==> src/rtl/alu_uart_if.sv <==
// -----------------------------------------------------------------------------
// alu_uart_if
//
// Frame controller between a UART and alu_mod. Three received bytes form one
// command: operand 1, operand 2, opcode (low NB_OP bits of the third byte).
// The operand/opcode registers drive the ALU directly. After ALU_LAT+1 cycles
// the ALU result is captured and handed to the UART transmitter with a
// one-cycle start strobe, then the block waits for the transmitter's done
// strobe before accepting the next frame.
//
// Parameters
//   NB_DATA      operand/result width (equals the UART byte width)
//   NB_OP        opcode width
//   ALU_LAT      ALU result latency in clocks (0 = combinational ALU)
//   TIMEOUT_CYC  max idle clocks between bytes of a frame (0 = no timeout)
//
// Ports
//   clk           system clock, rising edge
//   rst           asynchronous, active-low reset
//   i_rx_data     received byte, valid while i_rx_done is high
//   i_rx_done     one-cycle strobe, byte received
//   o_ope1        operand 1 to ALU
//   o_ope2        operand 2 to ALU
//   o_opcode      opcode to ALU
//   i_alu_result  result from ALU
//   o_tx_data     byte to transmit, held until the next result is captured
//   o_tx_start    one-cycle strobe, start transmission
//   i_tx_done     one-cycle strobe, transmitter finished the byte
//   o_busy        high in EXEC, SEND and WAIT_TX
//   o_overrun     sticky, a received byte was dropped; cleared only by reset
//   o_timeout     one-cycle pulse when a partial frame is abandoned
//   o_state       current FSM state (debug/observation)
//
// Handshakes: i_rx_done and i_tx_done are single-cycle strobes with no
// back-pressure; a byte strobe that arrives while the block cannot take it is
// dropped and recorded in o_overrun. o_tx_start is a single-cycle strobe and
// o_tx_data is valid from that cycle onward.
// -----------------------------------------------------------------------------
module alu_uart_if #(
    parameter int NB_DATA     = 8,
    parameter int NB_OP       = 6,
    parameter int ALU_LAT     = 1,
    parameter int TIMEOUT_CYC = 100000
) (
    input  logic               clk,
    input  logic               rst,
    input  logic [NB_DATA-1:0] i_rx_data,
    input  logic               i_rx_done,
    output logic [NB_DATA-1:0] o_ope1,
    output logic [NB_DATA-1:0] o_ope2,
    output logic [NB_OP-1:0]   o_opcode,
    input  logic [NB_DATA-1:0] i_alu_result,
    output logic [NB_DATA-1:0] o_tx_data,
    output logic               o_tx_start,
    input  logic               i_tx_done,
    output logic               o_busy,
    output logic               o_overrun,
    output logic               o_timeout,
    output logic [2:0]         o_state
);

    localparam logic [2:0] IDLE     = 3'd0;
    localparam logic [2:0] GET_OPE2 = 3'd1;
    localparam logic [2:0] GET_OP   = 3'd2;
    localparam logic [2:0] EXEC     = 3'd3;
    localparam logic [2:0] SEND     = 3'd4;
    localparam logic [2:0] WAIT_TX  = 3'd5;

    // Counter widths are kept at least one bit so the degenerate parameter
    // values (TIMEOUT_CYC = 0, ALU_LAT = 0) still elaborate.
    localparam int              TO_W    = (TIMEOUT_CYC > 1) ? $clog2(TIMEOUT_CYC + 1) : 1;
    localparam logic [TO_W-1:0] TO_MAX  = TO_W'(TIMEOUT_CYC);
    localparam logic            TO_EN   = (TIMEOUT_CYC != 0);
    localparam int              EX_W    = (ALU_LAT > 1) ? $clog2(ALU_LAT + 1) : 1;
    localparam logic [EX_W-1:0] EX_LAST = EX_W'(ALU_LAT);

    logic [2:0]      state;
    logic [2:0]      state_nxt;
    logic [TO_W-1:0] to_cnt;
    logic [EX_W-1:0] exec_cnt;
    logic            in_frame;
    logic            in_busy;
    logic            to_hit;
    logic            exec_last;

    assign in_frame  = (state == GET_OPE2) || (state == GET_OP);
    assign in_busy   = (state == EXEC) || (state == SEND) || (state == WAIT_TX);
    // A byte arriving in the same cycle the limit is reached wins over the
    // timeout, so to_hit alone never abandons a frame; see the FSM below.
    assign to_hit    = TO_EN && (to_cnt == TO_MAX);
    assign exec_last = (exec_cnt == EX_LAST);

    // ------------------------------------------------------------------
    // Next-state logic
    // ------------------------------------------------------------------
    always_comb begin
        state_nxt = state;
        case (state)
            IDLE: begin
                if (i_rx_done) state_nxt = GET_OPE2;
            end
            GET_OPE2: begin
                if (i_rx_done)   state_nxt = GET_OP;
                else if (to_hit) state_nxt = IDLE;
            end
            GET_OP: begin
                if (i_rx_done)   state_nxt = EXEC;
                else if (to_hit) state_nxt = IDLE;
            end
            EXEC: begin
                if (exec_last) state_nxt = SEND;
            end
            SEND: begin
                state_nxt = WAIT_TX;
            end
            WAIT_TX: begin
                if (i_tx_done) state_nxt = IDLE;
            end
            default: begin
                state_nxt = IDLE;
            end
        endcase
    end

    always_ff @(posedge clk or negedge rst) begin
        if (!rst) begin
            state <= IDLE;
        end else begin
            state <= state_nxt;
        end
    end

    // ------------------------------------------------------------------
    // Inter-byte timeout counter: only runs while a frame is partially
    // received, restarts on every accepted byte.
    // ------------------------------------------------------------------
    always_ff @(posedge clk or negedge rst) begin
        if (!rst) begin
            to_cnt <= '0;
        end else if (!TO_EN || !in_frame || i_rx_done || to_hit) begin
            to_cnt <= '0;
        end else begin
            to_cnt <= to_cnt + TO_W'(1);
        end
    end

    always_ff @(posedge clk or negedge rst) begin
        if (!rst) begin
            o_timeout <= 1'b0;
        end else begin
            o_timeout <= in_frame && to_hit && !i_rx_done;
        end
    end

    // ------------------------------------------------------------------
    // EXEC dwell counter: ALU_LAT+1 cycles, the last of which samples the
    // ALU result. Entry into EXEC always sees the counter at zero.
    // ------------------------------------------------------------------
    always_ff @(posedge clk or negedge rst) begin
        if (!rst) begin
            exec_cnt <= '0;
        end else if ((state == EXEC) && !exec_last) begin
            exec_cnt <= exec_cnt + EX_W'(1);
        end else begin
            exec_cnt <= '0;
        end
    end

    // ------------------------------------------------------------------
    // Operand / opcode registers. They are only overwritten by the next
    // frame's bytes, never cleared by timeout or frame completion.
    // ------------------------------------------------------------------
    always_ff @(posedge clk or negedge rst) begin
        if (!rst) begin
            o_ope1   <= '0;
            o_ope2   <= '0;
            o_opcode <= '0;
        end else if (i_rx_done) begin
            case (state)
                IDLE:     o_ope1   <= i_rx_data;
                GET_OPE2: o_ope2   <= i_rx_data;
                GET_OP:   o_opcode <= i_rx_data[NB_OP-1:0];
                default:  ;
            endcase
        end
    end

    // Result register: stays stable through SEND/WAIT_TX and until the next
    // frame's result is sampled.
    always_ff @(posedge clk or negedge rst) begin
        if (!rst) begin
            o_tx_data <= '0;
        end else if ((state == EXEC) && exec_last) begin
            o_tx_data <= i_alu_result;
        end
    end

    // Any byte strobe while busy is lost, including one coinciding with
    // i_tx_done (the FSM is still in WAIT_TX in that cycle).
    always_ff @(posedge clk or negedge rst) begin
        if (!rst) begin
            o_overrun <= 1'b0;
        end else if (i_rx_done && in_busy) begin
            o_overrun <= 1'b1;
        end
    end

    // SEND lasts exactly one cycle, so decoding it gives a single-cycle
    // start strobe straight from the state register.
    assign o_tx_start = (state == SEND);
    assign o_busy     = in_busy;
    assign o_state    = state;

endmodule

==> config.mk <==
export PLATFORM = sky130hd
export DESIGN_NAME = alu_uart_if
export DESIGN_NICKNAME = d
export VERILOG_FILES = /design/src/rtl/alu_uart_if.sv
export SDC_FILE = /design/constraint.sdc
export NUM_CORES = 1
export LEC_CHECK = 0
export CAP_MARGIN = 20
export CORE_ASPECT_RATIO = 1.4
export CORE_MARGIN = 2
export CORE_UTILIZATION = 40
export CTS_BUF_LIST = sky130_fd_sc_hd__clkbuf_4 sky130_fd_sc_hd__clkbuf_8
export DETAILED_ROUTE_END_ITERATION = 8
export PLACE_DENSITY = 0.67
export SKIP_LAST_GASP = 1
export SLEW_MARGIN = 15
export SYNTH_ARGS = -nofsm -noshare
export SYNTH_HDL_FRONTEND = slang
export SYNTH_SLANG_ARGS = --single-unit
==> constraint.sdc <==
create_clock -name clk -period 3.2 [get_ports clk]
set_input_delay 0.64 -clock clk [delete_from_list [all_inputs] [get_ports clk]]
set_output_delay 0.64 -clock clk [all_outputs]
set_load 0.01 [all_outputs]
==> summary.md, run 1 <==
| Metric | Value |
|---|---|
| RSZ-0062 raised after global routing | `no` |
| Met2 global-route usage | `27.6%` |
| Global routing's busiest layer | `met2` |
| Bufs and invs on worst path | `2` |
| CTS tree | `yes` |
| HP Class | `in2async` |
| TritonRoute pass-1 iters | `4` |
| Fin nets | `268` |
| Outcome | `finished clean` |
| Largest cells by area after synthesis | `dfrtp_1 (57%), mux2_2 (15%), xnor2_1 (3.8%)` |
| Power density cells | `842 nW/um^2` |
| Switching share of power | `between 30% and 40%` |
| Internal Dissipation | `roughly 1.8 mW` |
| Async S/R FF share, synth | `100%` |
| Die H | `94.2 um` |
| Antenna violations before repair | `0` |
| Crit. End Element | `primary output` |
| Violation count after the first detailed-route iteration | `68` |
| Crit-path max FO | `12` |
| Met3 Resource Use GR | `3.72%` |
| Total number of H-tree levels | `2` |
| Yosys top cell area share | `between 50% and 60%` |
| DRT antenna net count | `0` |
| Final Hold Fails | `0` |
| Final Power | `2.59 mW` |
| Fin crit share | `85.1%` |
| Largest net degree at the start of global routing | `35` |
| Reg clk slew, reported paths | `around 0.10 ns` |
| Synth cell types | `33` |
| Vias per cell | `5.10` |
| GRT met1 Usage | `between 10% and 20%` |
| Clk Latency, worst-skew pair | `0.31 ns` |
| # hold bufs at CTS | `0` |
| Initial Util | `between 40% and 50%` |
| Logic pwr share | `41.6%` |
| Net Count, Synth | `between 200 and 250` |
| Psw | `0.802 mW` |
| Worst relative slew slack | `50.1%` |
| Mapped Cells | `185` |
| CTS buffer count | `5` |
| Worst vdd ir | `~0.34 mV` |
| CTS Root Cell | `clkbuf_8` |
| Layout cells sized above 1 | `20.2%` |
| Postcts setup bufs | `0` |
| Sequential power share | `40.8%` |
| Startpoint Class | `register` |
| GR Overflow Total | `0` |
| First-pass GRT wire length | `between 7 and 8 mm` |
| Fin crit period | `2.72 ns` |
| Maxcap violations | `0` |
| Top_reg_cell synth | `dfrtp_1` |
| Rows | `32` |
| Final setup viols | `0` |
| Cell family with most CP delay | `buffers and inverters` |
| Total number of yosys warnings | `0` |
| Top-count cell post-synth | `dfrtp_1` |
| Worst reg-to-reg path cell count | `3` |
| Worst slew pin tran | `0.749 ns` |
| FMAX | `367 MHz` |
| Port Buffers | `56` |
| Multi-input gate area | `about 950 um^2` |
| Critical Path Stages | `4` |
| DR vias | `1,607` |
| Seq cells post-synth | `53` |
| Cell area after synthesis | `2320 um^2` |
| # resized after CTS | `0` |
| Synth top cells by count | `dfrtp_1 (53), mux2_2 (30), nor2_1 (23)` |
| Worst Path Required | `2.56 ns` |
| Final setup margin | `0.478 ns` |
| Area of the die | `between 6000 and 7000 um^2` |
| Arrival @ worst endpoint | `2.08 ns` |
| Average size of a mapped cell | `12.6 um^2` |
| CP max stage delay | `0.58 ns` |
| Overall routing resource usage | `~16%` |
| Area growth, synth to finish | `32.2%` |
| Clock Path Buffers | `2` |
| Die X | `68.4 um` |
| Setup CP Type | `reg2out` |
| Clk_skew | `0.0105 ns` |
| Fillcell total | `roughly 520` |
| Post-Route WL | `around 4.6 mm` |
| Slew Limit Fails | `0` |
| EDFF count, synth | `0` |
| Post-Place Worst Slack | `0.712 ns` |
| DRC | `0` |
| Routed len/inst | `~15 um` |
| Sequential share of the synthesized area | `57.1%` |
| Final HPWL DP | `3.40 mm` |
| Gpl congestion | `0.824` |
| Fin Setup TNS | `0 ns` |
| Clock share of power | `17.6%` |
| Clock net sink count | `53` |
| Leakage | `1.23 nW` |
| Vias in the first global route | `about 1,600` |
| Worst-path cell chain | `inv_1 -> or3_1 -> nand2_1 -> clkdlybuf4s50_1` |
| Storage cell area | `around 1300 um^2` |
| Top-Level Pins | `57` |
| Core Box Area | `about 5600 um^2` |
| # diodes | `0` |
| Area leader, netlist | `dfrtp_1` |
| CP max-delay cell | `dfrtp_1` |
sequential cells by signal, indices dropped and copies added, names as in the netlist:
register / flops
o_state: 3
to_cnt: 17
o_opcode: 6
o_ope1: 8
o_timeout: 1
o_ope2: 8
o_tx_data: 8
o_overrun: 1
exec_cnt: 1
power groups by stage:
stage / Combinational (mW) / Clock (mW) / Sequential [mW]
2_1_floorplan: 0.466 / 0 / 1.13
3_3_place_gp: 1.08 / 0 / 1.07
3_5_place_dp: 1.09 / 0 / 1.07
4_1_cts: 1.10 / 0.471 / 1.06
5_1_grt: 1.17 / 0.505 / 1.09
6_report: 1.08 / 0.456 / 1.05
layout by cell type (no fill, tap or decap):
| master | count |
|---|---|
| o31ai_1 | 1 |
| clkbuf_8 | 5 |
| mux2_2 | 30 |
| nor4b_1 | 1 |
| and4_2 | 1 |
| nand2_1 | 4 |
| nand4_1 | 6 |
| a31oi_1 | 2 |
| clkinvlp_4 | 1 |
| clkdlybuf4s50_1 | 55 |
| buf_4 | 2 |
| nand3_2 | 1 |
| a41o_1 | 1 |
| inv_1 | 7 |
| and2_1 | 1 |
| o21ai_0 | 1 |
| nand3_1 | 7 |
| nor3_2 | 3 |
| buf_2 | 1 |
| or4_4 | 1 |
| ha_1 | 2 |
| xor2_1 | 6 |
| nand4b_1 | 1 |
| nor2_2 | 1 |
| dfrtp_1 | 53 |
| bufinv_16 | 1 |
| nand4_4 | 1 |
| nor4_1 | 6 |
| xnor2_1 | 10 |
| or3_1 | 1 |
| a211oi_1 | 1 |
| o221a_2 | 1 |
| a21o_1 | 1 |
| nor4bb_1 | 3 |
| clkinv_4 | 1 |
| nor2_1 | 23 |
| nand2b_1 | 3 |
| nor3_1 | 1 |
final cells by class:
cell class | instances | share of cell area (%)
flip-flops and latches | 53 | 43.2
multi-input cells | 121 | 30.9
repair buffers | 58 | 18.6
well taps | 68 | 2.77
clock buffers | 5 | 2.24
clock inverters | 3 | 1.51
inverters | 7 | 0.855
final timing paths:
kind                                  from           to  slack, ns
min in group clk                 o_overrun    o_overrun       0.47
worst max-delay path            o_state[0]       o_busy       0.48
max in group asynchronous              rst   to_cnt[11]       2.17
worst max register to register  o_state[0]    o_ope2[0]       1.37
worst min-delay path                   rst  o_opcode[5]       0.39
worst min register to register   o_overrun    o_overrun       0.47
through the flow:
stage | instances | utilization [%] | cell area [um^2] | hold slack (ns)
finish | 315 | 55.2 | 3070 | 0.387
floorplan | 185 | - | 2320 | 0.344
global route | 315 | 55.2 | 3070 | 0.440
CTS | 315 | 55.2 | 3070 | 0.419
global placement | 307 | 53.1 | 2960 | 0.447
detailed placement | 307 | 53.1 | 2960 | 0.454
logic make-up (layout without fill, tap and decap cells):
| family | count (synthesis) | count (layout) | share of synthesized area (%) |
|---|---|---|---|
| multiplexers | 30 | 30 | 14.5 |
| XOR/XNOR | 16 | 16 | 6.03 |
| adder cells (fa/ha/maj) | 2 | 2 | 1.08 |
| buffers and inverters | 11 | 73 | 2.10 |
| AND/OR/NAND/NOR | 65 | 65 | 16.5 |
| AO/OA/AOI/OAI | 8 | 8 | 2.64 |
| flip-flops | 53 | 53 | 57.1 |
layer usage:
metal,up-vias,wire length (um)
met3,7,164
met4,0,85
met1,791,1870
met2,34,2450
met5,-,0
li1,775,-
Power figures use the tool's default switching activity.
==> run 2, diff against run 1 <==
==> constraint.sdc (replaced) <==
create_clock -name clk -period 3.2 [get_ports clk]
set_input_delay 0.64 -clock clk [delete_from_list [all_inputs] [get_ports clk]]
set_output_delay 0.64 -clock clk [all_outputs]
set_load 0.1 [all_outputs]
==> run 2 against run 1 <==
  * Die area did not move
  * Final area decreased by 2.6%
  * Critical path depth stayed put
  * Global-route usage decreased by 0.11 points
  * First-iteration DRC count up 40%
  * Hold slack got worse by 0.054 ns
  * Clock skew rose by 0.00068 ns
  * Largest cell class unchanged
  * Utilization decreased by 1.5 points
  * Sequential share of layout area increased by 1.2 points
  * Maximum frequency rose by 9.0%
  * Worst setup slack gained 0.23 ns
  * Register-to-register slack lost 0.02 ns
==> summary.md, run 2 (same netlist as run 1, synthesis figures left out) <==
| Metric | Value |
|---|---|
| Outcome | `finished clean (unchanged)` |
| Storage cell area | `1330 um^2 (unchanged)` |
| Fin crit share | `78.0% (was 85.1%)` |
| Area of the die | `6440 um^2 (unchanged)` |
| Clock Path Buffers | `2 (unchanged)` |
| Overall routing resource usage | `16.0% (was 16.1%)` |
| Startpoint Class | `register (unchanged)` |
| Setup CP Type | `reg2out (unchanged)` |
| Multi-input gate area | `948 um^2 (unchanged)` |
| Crit. End Element | `primary output (unchanged)` |
| FMAX | `400 MHz (was 367 MHz)` |
| Finished Cell Area | `2990 um^2 (was 3070 um^2)` |
| R2r setup slk | `1.35 ns (was 1.37 ns)` |
| DRT antenna net count | `0 (unchanged)` |
| Reg clk slew, reported paths | `0.10 ns (about the same)` |
| Vias in the first global route | `1,636 (was 1,603)` |
| GR Overflow Total | `0 (unchanged)` |
| Vias per cell | `5.19 (was 5.10)` |
| Die X | `68.4 um (unchanged)` |
| Final setup viols | `0 (unchanged)` |
| Worst relative slew slack | `54.6% (was 50.1%)` |
| TritonRoute pass-1 iters | `4 (unchanged)` |
| Post-placement cell area | `2860 um^2 (was 2960 um^2)` |
| Largest net degree at the start of global routing | `28 (was 35)` |
| First-pass GRT wire length | `7.74 mm (was 7.73 mm)` |
| # hold bufs at CTS | `0 (unchanged)` |
| CP max-delay cell | `dfrtp_1 (unchanged)` |
| Post-Route WL | `4.60 mm (was 4.57 mm)` |
| Clk_skew | `0.0111 ns (was 0.0105 ns)` |
| Arrival @ worst endpoint | `1.86 ns (was 2.08 ns)` |
| RR Endpoint | `o_ope2[7] (was o_ope2[0])` |
| Clk Latency, worst-skew pair | `0.31 ns (about the same)` |
| Slew Limit Fails | `0 (unchanged)` |
| Violation count after the first detailed-route iteration | `95 (was 68)` |
| Total number of H-tree levels | `2 (unchanged)` |
| Fin Setup TNS | `0 ns (unchanged)` |
| Met2 routed WL | `2.44 mm (was 2.45 mm)` |
| Fin crit period | `2.50 ns (was 2.72 ns)` |
| Worst r2r src | `o_state[0] (unchanged)` |
| Fin nets | `267 (was 268)` |
| DRC | `0 (unchanged)` |
| Worst Path Required | `2.56 ns (about the same)` |
| Routed length on met3 | `190 um (was 164 um)` |
| Port Buffers | `56 (unchanged)` |
| HP Class | `in2async (unchanged)` |
| Most frequent cells in the layout | `dfrtp_1 (53), buf_4 (38), mux2_2 (30) (was clkdlybuf4s50_1 (55), dfrtp_1 (53), mux2_2 (30))` |
| Worst-path cell chain | `inv_1 -> or3_1 -> nand2_1 -> buf_4 (was inv_1 -> or3_1 -> nand2_1 -> clkdlybuf4s50_1)` |
| Rows | `32 (unchanged)` |
| Biggest register | `to_cnt (unchanged)` |
| Layout cells sized above 1 | `35.0% (was 20.2%)` |
| Top sig layer | `met4 (unchanged)` |
| Worst reg-to-reg path cell count | `3 (unchanged)` |
| Top-Level Pins | `57 (unchanged)` |
| CTS Root Cell | `clkbuf_8 (unchanged)` |
| CP max stage delay | `0.58 ns (about the same)` |
| # resized after CTS | `0 (unchanged)` |
| CTS tree | `yes (unchanged)` |
| Worst slew pin tran | `0.677 ns (was 0.749 ns)` |
| Postcts setup bufs | `0 (unchanged)` |
| Clock net sink count | `53 (unchanged)` |
| Crit-path max FO | `12 (unchanged)` |
| Maxcap violations | `0 (unchanged)` |
| Max reg flops | `17 (unchanged)` |
| Core Box Area | `5570 um^2 (unchanged)` |
| Fillcell total | `493 (was 516)` |
| Initial Util | `41.7% (unchanged)` |
| WL met1 | `1.89 mm (was 1.87 mm)` |
| DR vias | `1,629 (was 1,607)` |
| RSZ-0062 raised after global routing | `no (unchanged)` |
| Routed len/inst | `14.7 um (was 14.5 um)` |
| Hold WS | `0.333 ns (was 0.387 ns)` |
| Commonest non-fill, non-tap cell in the layout | `dfrtp_1 (was clkdlybuf4s50_1)` |
| CTS buffer count | `5 (unchanged)` |
| Area growth, synth to finish | `28.7% (was 32.2%)` |
| Antenna violations before repair | `0 (unchanged)` |
| Die H | `94.2 um (unchanged)` |
| # diodes | `0 (unchanged)` |
| Final HPWL DP | `3.40 mm (about the same)` |
| Final Hold Fails | `0 (unchanged)` |
| Gpl congestion | `0.833 (was 0.824)` |
[run 2: cell types whose count changed in the layout (fill, tap and decap cells not counted), sizes merged]
cell,previous run,this run
buf,3,39
clkinvlp,1,0
bufinv,1,2
clkdlybuf4s50,55,18
[run 2: how the worst max path moves through the flow]
stage                    start          to  cells after the start
floorplan           o_state[1]  o_tx_start                      3
CTS                 o_state[0]      o_busy                      4
detailed placement   i_rx_done   o_ope2[3]                      4
global placement     i_rx_done   o_ope2[6]                      4
finish              o_state[0]      o_busy                      4
global route        o_state[0]      o_busy                      4
[run 2: worst max-delay path, delay by kind of cell, from the launching register on]
kind | cells | cell delay, ns
flip-flops | 1 | 0.58
buffers and inverters | 2 | 0.46
AND/OR/NAND/NOR | 2 | 0.51
[run 2: stage by stage]
| step | cells | utilization (%) | setup slack, ns |
|---|---|---|---|
| 4_1_cts | 314 | 53.7 | 0.687 |
| 2_1_floorplan | 185 | - | 0.00227 |
| 3_5_place_dp | 306 | 51.3 | 0.700 |
| 5_1_grt | 314 | 53.7 | 0.572 |
| 6_report | 314 | 53.7 | 0.703 |
| 3_3_place_gp | 306 | 51.3 | 0.727 |
[run 2: layout make-up]
type / instances / area share (%)
tap: 68 / 2.85
clock inverter: 3 / 2.18
timing repair buffer: 57 / 15.7
multi-input combinational: 121 / 31.7
sequential: 53 / 44.4
inverter: 7 / 0.879
clock buffer: 5 / 2.30
[run 2: metal layers]
metal  up-vias  GRT usage (%)
li1        773              -
met4         0           7.17
met3         8           2.64
met5         -              0
met2        39           27.4
met1       809           18.9
Power of run 2 is left out: the tool's default activity adds up to more than one toggle a clock period on the data nets, which glitch-free logic cannot reach.
==> run 3, diff against run 2 <==
- PLACE_DENSITY: 0.67 -> 0.69
- clock period: 3.2 -> 2 ns (I/O delays scaled with it)
==> run 3 against run 2 <==
  * Wire length up 1.7%
  * Clock skew down 0.0032 ns
  * Final area up 5.4%
  * Sequential share of layout area down 2.1 points
  * Critical path type unchanged
  * Highest routed layer unchanged
==> summary.md, run 3 (same netlist as run 1, synthesis figures left out) <==
| Metric | Value |
|---|---|
| Clock Path Buffers | `2 (unchanged)` |
| Core Util, Final | `56.7% (was 53.7%)` |
| # diodes | `0 (unchanged)` |
| Outcome | `finished clean (unchanged)` |
| # hold bufs at CTS | `0 (unchanged)` |
| Antenna violations before repair | `0 (unchanged)` |
| CTS tree | `yes (unchanged)` |
| Crit. End Element | `primary output (unchanged)` |
| Post-Place Worst Slack | `0.142 ns (was 0.700 ns)` |
| Port Buffers | `56 (unchanged)` |
| CTS buffer count | `5 (unchanged)` |
| Final setup margin | `0.103 ns (was 0.703 ns)` |
| First-pass GRT wire length | `7.76 mm (was 7.74 mm)` |
| RSZ-0062 raised after global routing | `no (unchanged)` |
| Total number of H-tree levels | `2 (unchanged)` |
| Violation count after the first detailed-route iteration | `102 (was 95)` |
| Rows | `32 (unchanged)` |
| DR vias | `1,664 (was 1,629)` |
| Maxcap violations | `0 (unchanged)` |
| Core Box Area | `5570 um^2 (unchanged)` |
| Final setup viols | `0 (unchanged)` |
| Arrival @ worst endpoint | `1.50 ns (was 1.86 ns)` |
| Fin crit period | `1.90 ns` |
| Worst slew pin tran | `0.539 ns (was 0.677 ns)` |
| Clock net sink count | `53 (unchanged)` |
| Biggest register | `to_cnt (unchanged)` |
| Reg clk slew, reported paths | `0.10 ns (about the same)` |
| Initial Util | `41.7% (unchanged)` |
| CP max-delay cell | `dfrtp_2 (was dfrtp_1)` |
| Area growth, synth to finish | `35.7% (was 28.7%)` |
| Commonest non-fill, non-tap cell in the layout | `dfrtp_1 (unchanged)` |
| Fillcell total | `486 (was 493)` |
| Crit-path max FO | `8 (was 12)` |
| Worst relative slew slack | `64.1% (was 54.6%)` |
| CTS Root Cell | `clkbuf_8 (unchanged)` |
| Hold WS | `0.0653 ns (was 0.333 ns)` |
| Area of the die | `6440 um^2 (unchanged)` |
| DRC | `0 (unchanged)` |
| Clk Latency, worst-skew pair | `0.31 ns (about the same)` |
| Largest net degree at the start of global routing | `32 (was 28)` |
| Clk_skew | `0.00796 ns (was 0.0111 ns)` |
| Gpl congestion | `0.868 (was 0.833)` |
| # placed instances | `312 (was 306)` |
| Die H | `94.2 um (unchanged)` |
| Most frequent cells in the layout | `dfrtp_1 (50), buf_4 (42), mux2_2 (30) (was dfrtp_1 (53), buf_4 (38), mux2_2 (30))` |
| Slew Limit Fails | `0 (unchanged)` |
| TritonRoute pass-1 iters | `4 (unchanged)` |
| Fin nets | `276 (was 267)` |
| Final Hold Fails | `0 (unchanged)` |
| Die X | `68.4 um (unchanged)` |
| Final HPWL DP | `3.43 mm (was 3.40 mm)` |
| Fin crit share | `94.9%` |
| GR Overflow Total | `0 (unchanged)` |
| Top-Level Pins | `57 (unchanged)` |
| Max reg flops | `17 (unchanged)` |
| Worst Path Required | `1.60 ns (was 2.56 ns)` |
| Vias per cell | `5.15 (was 5.19)` |
| Worst-path cell chain | `or3_1 -> nand2_4 -> buf_12 (was inv_1 -> or3_1 -> nand2_1 -> buf_4)` |
| Layout cells sized above 1 | `39.2% (was 35.0%)` |
| DRT antenna net count | `0 (unchanged)` |
| Startpoint Class | `register (unchanged)` |
| FMAX | `between 500 and 600 MHz` |
| CP max stage delay | `0.46 ns (was 0.58 ns)` |
| Vias in the first global route | `1,714 (was 1,636)` |
| Setup CP Type | `reg2out (unchanged)` |
| Fin cells | `323 (was 314)` |
| Post-Route WL | `4.68 mm (was 4.60 mm)` |
| Routed len/inst | `14.5 um (was 14.7 um)` |
| HP Class | `in2async (unchanged)` |
| Overall routing resource usage | `15.8% (was 16.0%)` |
[run 3: cell type report]
type,instances,area [um^2],area share (%)
clock inverters,3,68.8,2.18
inverters,7,26.3,0.833
multi-input cells,121,971,30.8
flip-flops and latches,53,1330,42.3
well taps,68,85.1,2.70
clock buffers,5,68.8,2.18
repair buffers,66,601,19.0
[run 3: final timing paths]
check,from,end,slack (ns),cells after the start
worst max-delay path,o_state[2],o_busy,0.10,3
worst min-delay path,rst,o_ope2[0],0.07,1
worst max register to register,to_cnt[0],o_state[1],0.31,6
worst min register to register,o_overrun,o_overrun,0.49,1
max in group asynchronous,rst,o_state[1],1.36,2
min in group clk,o_overrun,o_overrun,0.49,1
[run 3: per-stage QoR]
| step | area, um^2 | setup TNS (ns) |
|---|---|---|
| CTS | 3140 | 0 |
| finish | 3150 | 0 |
| floorplan | 2340 | -0.0133 |
| detailed placement | 2990 | 0 |
| global placement | 2990 | 0 |
| global route | 3150 | 0 |
[run 3: critical path, delay by kind of cell, from the launching register on]
kind	cells	cell delay, ns
AND/OR/NAND/NOR	2	0.56
flip-flops	1	0.46
buffers and inverters	1	0.17
[run 3: layer usage]
metal	vias to the layer above	GRT usage (%)	part of all wire, %
met5	-	0	0
met4	0	5.50	1.9
met3	11	3.60	4.9
met2	37	27.3	53
met1	829	18.6	40
li1	787	-	-
[run 3: what timing repair did]
item,4_1_cts,5_1_grt
gates cloned,0,0
pin swaps,0,0
setup buffers,2,1
setup endpoints to repair,1,4
gates resized for setup,0,1
Power of run 3 is left out for the same reason.
